--- config.mk ---
export PLATFORM = sky130hd
export DESIGN_NAME = updown_counter
export DESIGN_NICKNAME = d
export VERILOG_FILES = /design/src/rtl/counter_pkg.sv /design/src/rtl/updown_counter.sv
export SDC_FILE = /design/constraint.sdc
export NUM_CORES = 1
export LEC_CHECK = 0
export BUFFER_PORTS_ARGS = -buffer_cell sky130_fd_sc_hd__buf_2
export CAP_MARGIN = 40
export CORE_AREA = 2 2 39 41
export CTS_CLUSTER_DIAMETER = 150
export DETAILED_ROUTE_END_ITERATION = 10
export DIE_AREA = 0 0 41 43
export SETUP_SLACK_MARGIN = 0.02
export SYNTH_ARGS = -nofsm -noshare
export SYNTH_HDL_FRONTEND = slang
export SYNTH_SLANG_ARGS = --single-unit
--- constraint.sdc ---
create_clock -name clk -period 1.8 [get_ports clk]
set_input_delay 0.27 -clock clk [delete_from_list [all_inputs] [get_ports clk]]
set_output_delay 0.27 -clock clk [all_outputs]
set_load 0.01 [all_outputs]
--- src/rtl/counter_pkg.sv ---
// Shared definitions for the counting primitives: mode selectors and a
// helper that sizes a counter for a given modulus.
package counter_pkg;

    localparam int CNT_WRAP = 0;
    localparam int CNT_SAT  = 1;

    // Smallest register width able to hold 0..modulus-1 (never below 1 bit).
    function automatic int min_width(input int modulus);
        return (modulus <= 2) ? 1 : $clog2(modulus);
    endfunction

endpackage

--- src/rtl/updown_counter.sv ---
// Parametrised modulo-MODULUS up/down counter with clear, load, wrap or
// saturate ends, a combinational terminal count and sticky overflow.
module updown_counter
    import counter_pkg::*;
#(
    parameter int WIDTH    = 4,
    parameter int MODULUS  = 10,
    parameter int SATURATE = CNT_WRAP
) (
    input  logic             clk,
    input  logic             reset_n,
    input  logic             clr,
    input  logic             load,
    input  logic [WIDTH-1:0] load_val,
    input  logic             en,
    input  logic             up,
    output logic [WIDTH-1:0] count,
    output logic             tc,
    output logic             wrap,
    output logic             ovf
);

    localparam logic [WIDTH-1:0] MAX_VAL  = WIDTH'(MODULUS - 1);
    localparam logic [WIDTH:0]   MOD_EXT  = (WIDTH + 1)'(MODULUS);
    localparam logic [WIDTH:0]   ONE_EXT  = (WIDTH + 1)'(1);
    localparam bit               SAT_MODE = (SATURATE == CNT_SAT);

    generate
        if (WIDTH < 1) begin : g_bad_width
            $error("updown_counter: WIDTH must be at least 1");
        end
        if (MODULUS < 2 || longint'(MODULUS) > (longint'(1) << WIDTH)) begin : g_bad_modulus
            $error("updown_counter: MODULUS must lie in 2..2**WIDTH");
        end
        if (SATURATE != CNT_WRAP && SATURATE != CNT_SAT) begin : g_bad_mode
            $error("updown_counter: SATURATE must be CNT_WRAP or CNT_SAT");
        end
    endgenerate

    logic [WIDTH-1:0] count_q, count_d;
    logic             wrap_q, wrap_d;
    logic             ovf_q, ovf_d;
    logic [WIDTH:0]   count_ext;
    logic             at_max;
    logic             at_zero;

    // One extra bit keeps +1 correct when MODULUS fills the whole register.
    assign count_ext = {1'b0, count_q};
    assign at_max    = (count_q == MAX_VAL);
    assign at_zero   = (count_q == '0);

    always_comb begin
        count_d = count_q;
        wrap_d  = 1'b0;
        ovf_d   = ovf_q;
        if (clr) begin
            count_d = '0;
            ovf_d   = 1'b0;
        end else if (load) begin
            if ({1'b0, load_val} < MOD_EXT) begin
                count_d = load_val;
            end else begin
                count_d = MAX_VAL;
                ovf_d   = 1'b1;
            end
        end else if (en) begin
            if (up) begin
                if (!at_max) begin
                    count_d = WIDTH'(count_ext + ONE_EXT);
                end else if (SAT_MODE) begin
                    ovf_d = 1'b1;
                end else begin
                    count_d = '0;
                    wrap_d  = 1'b1;
                end
            end else begin
                if (!at_zero) begin
                    count_d = WIDTH'(count_ext - ONE_EXT);
                end else if (SAT_MODE) begin
                    ovf_d = 1'b1;
                end else begin
                    count_d = MAX_VAL;
                    wrap_d  = 1'b1;
                end
            end
        end
    end

    always_ff @(posedge clk or negedge reset_n) begin
        if (!reset_n) begin
            count_q <= '0;
            wrap_q  <= 1'b0;
            ovf_q   <= 1'b0;
        end else begin
            count_q <= count_d;
            wrap_q  <= wrap_d;
            ovf_q   <= ovf_d;
        end
    end

    // Combinational so a following stage can take it directly as its enable.
    assign tc    = en & ~clr & ~load & ((up & at_max) | (~up & at_zero));
    assign count = count_q;
    assign wrap  = wrap_q;
    assign ovf   = ovf_q;

endmodule

==> impl_metrics.yaml <==
yosys:
  syn_nets: 63
  yosys_register_bits: 6
  synthesis.yosys.warnings: 0
  asyncSetResetFlopFracSynth_pct: 100
  avgSynthCellArea_sq_um: 8.52
  synth-edff-count: 0
  ys.flop_type: "sky130_fd_sc_hd__dfrtp_1"
  synthCells: 53
  synthTopCellsByCount: "8 x sky130_fd_sc_hd__nor2_1, 6 x sky130_fd_sc_hd__dfrtp_1, 4 x sky130_fd_sc_hd__a21oi_1"
  synthDominantAreaCellType: "sky130_fd_sc_hd__dfrtp_1"
  mappedNetlistArea_sq_um: 452
  seq_area_frac_synth_pct: 33.2
  synthMostInstantiatedCell: "sky130_fd_sc_hd__nor2_1"
  synth.area.top_cells: "sky130_fd_sc_hd__dfrtp_1 33%, sky130_fd_sc_hd__nor2_1 6.6%, sky130_fd_sc_hd__a21oi_1 4.4%"
  synth_cell_types: 31
  synth_top_cell_area_share_pct: 33.2
placed_design:
  io_buffers: 16
  dp.final_hpwl_microns: 761
  place_ws_ns: 0.373
  place.detailed.instances: 82
  finalWeightedCongestion: 0.720
detailed_routing:
  wl_microns: 989
  detailedRoute.firstPassIterationCount: 2
  routed-via-count: 443
  remaining_drc_errors: 0
  drt_iter0_markers: 1
  routed_via_density: 5.15
  post_drt_wl_per_cell_microns: 11.5
  detail-route-antenna-nets: 0
global_route:
  grt_first_pass_wirelength_mm: 1.62
  largest_net_degree_at_the_start_of_global_routing: 11
  grt_overflow_total: 0
  global_route_met1_usage_pct: 17.6
  grt_busiest_layer: "met2"
  grt_use_total_pct: 13.9
  grt_antenna_before_repair: 0
  grtUsageMet3_pct: 6.28
  grt_pass1_vias: 375
  use_met2_pct: 20.6
floorplanning:
  core-area_sq_um: 1380
  design.die.area_sq_um: 1760
  effective_utilization_at_floorplan_pct: 32.6
  floorplan.rows: 14
  top_level_ports: 17
  chipWidth_microns: 41
  die-height_microns: 43
clock_tree:
  tritoncts: "yes"
  clockRootBuffer: "sky130_fd_sc_hd__clkbuf_4"
  latest_clock_arrival_within_the_worst_skew_pair_ns: 0.24
  clock-sinks: 6
  cts_hold_buffers: 1
  postCtsSetupRepairBufs: 0
  numCtsBuffers: 3
  ctsHtreeMaxLevel: 1
  post_cts_resized: 0
  clk_transition_reported_paths_ns: 0.04
  cts_buffer_depth: 2
worst_hold_path:
  min_from: "clr"
  timing.hold.worst.class: "in -> reg"
  hold-path-cell-count: 2
  hold-path-endpoint: "count[1]$_DFFE_PN0P_"
timing:
  worst_pin_slew_ns: 0.297
  final-max-slew-violation-count: 0
  maxClockFrequency_ghz: 0.594
  finalWorstSetupSlack_ns: 0.115
  timing.setup.tns_ns: 0
  final_hold_viol_count: 0
  clock-skew-final_ns: 0.00259
  rsz0062_at_grt: "false"
  timing.max_slew.rel_slack_pct: 80.2
  period_share_pct: 93.6
  setup-violations-final: 0
  post-route-min-period_ns: 1.68
power:
  p_clk_share_pct: 32.5
  cellLeakagePower_nw: 0.276
  p_per_area_nw_per_um2: 654
  power.combinational.fraction_pct: 25.0
  worst_ir_drop_vdd_mv: 0.231
  switching_power_mw: 0.106
  p_seq_share_pct: 42.5
  cell_internal_pwr_mw: 0.262
  power_switching_share_pct: 28.8
finish:
  final_net_count: 82
  finalNonFillerCells: 86
  layout-drive-gt1-share_pct: 31.4
  finish.utilization_pct: 40.7
  area_growth_syn_to_layout_pct: 24.7
  n_antenna_cell: 0
setup_path:
  criticalPathCategory: "reg -> out"
  arrival_ns: 1.41
  worst_setup_startpoint: "count[3]$_DFFE_PN0P_"
  critPathRequiredTime_ns: 1.53
  r2r_end: "count[3]$_DFFE_PN0P_"
  critical_path.n_buffers_inverters: 1
  reg2reg_slack_ns: 0.47
  timing.critical_path.cells: "or3_1, a21oi_1, buf_2"
  worst-path-max-fanout: 10
  worst_setup_path_start_kind: "flop"
  r2r-start: "count[0]$_DFFE_PN0P_"
  worst-r2r-cell-count: 5
  worstSetupEndpointType: "primary output"
  max_stage_delay_ns: 0.47
  cpLargestDelayFamily: "flip-flops"
  slowest_stage: "sky130_fd_sc_hd__dfrtp_1"
status:
  outcome: "finished clean"
job:
  drv_cap: 0
cells by family (layout without fill, tap and decap cells):
| kind of cell | Yosys count | after routing | share of synthesized area [%] |
|---|---|---|---|
| DFF | 6 | 6 | 33.2 |
| and+or+nand+nor | 21 | 21 | 26.0 |
| xor gates and xnor gates | 3 | 3 | 5.82 |
| AOI/OAI and AO/OA | 16 | 16 | 24.7 |
| buffers and inverters | 6 | 23 | 8.03 |
| muxes | 1 | 1 | 2.22 |
area by class of cell:
type	instances	area (sq um)
fillers	146	821
multi-input cells	41	265
inverters	2	7.51
repair buffers	18	97.6
flip-flops and latches	6	150
well taps	16	20.0
clock buffers	3	22.5
flip-flops by register name, indices dropped and copies added (netlist names):
signal and cells:
ovf 1, wrap 1, count 4
power by group through the flow:
stage | Sequential, mW | Combinational [mW] | Clock [mW]
floorplan | 0.157 | 0.0622 | 0
global placement | 0.158 | 0.0901 | 0
detailed placement | 0.159 | 0.0914 | 0
CTS | 0.157 | 0.0933 | 0.126
global route | 0.159 | 0.105 | 0.132
finish | 0.156 | 0.0922 | 0.119
metrics by stage:
stage | cell area [sq um] | power [mW] | hold slack [ns]
floorplan | 452 | 0.219 | -0.0256
finish | 563 | 0.368 | 0.285
global placement | 531 | 0.248 | 0.104
global route | 563 | 0.396 | 0.294
CTS | 563 | 0.376 | 0.280
detailed placement | 531 | 0.250 | 0.108
worst max path at each step:
stage                     cells after the start  end
final                                         3   tc
after global routing                          3   tc
after CTS                                     3   tc
after detailed placement                      3   tc
after global placement                        3   tc
after floorplan                               3   tc
placed cells by master (no fill, tap or decap), types with 2 or more instances in the layout:
| cell type | instances |
|---|---|
| sky130_fd_sc_hd__xor2_1 | 2 |
| sky130_fd_sc_hd__buf_2 | 16 |
| sky130_fd_sc_hd__inv_1 | 2 |
| sky130_fd_sc_hd__a21oi_1 | 4 |
| sky130_fd_sc_hd__nand2_1 | 3 |
| sky130_fd_sc_hd__clkbuf_4 | 3 |
| sky130_fd_sc_hd__o21ai_0 | 2 |
| sky130_fd_sc_hd__o21ai_1 | 2 |
| sky130_fd_sc_hd__dfrtp_1 | 6 |
| sky130_fd_sc_hd__nor2_1 | 8 |
layer usage:
metal / wire length, microns / vias up
li1: - / 227
met1: 439 / 207
met2: 502 / 7
met3: 33 / 2
met4: 14 / 0
met5: 0 / -
No activity file was read; power rests on OpenSTA's default activity.
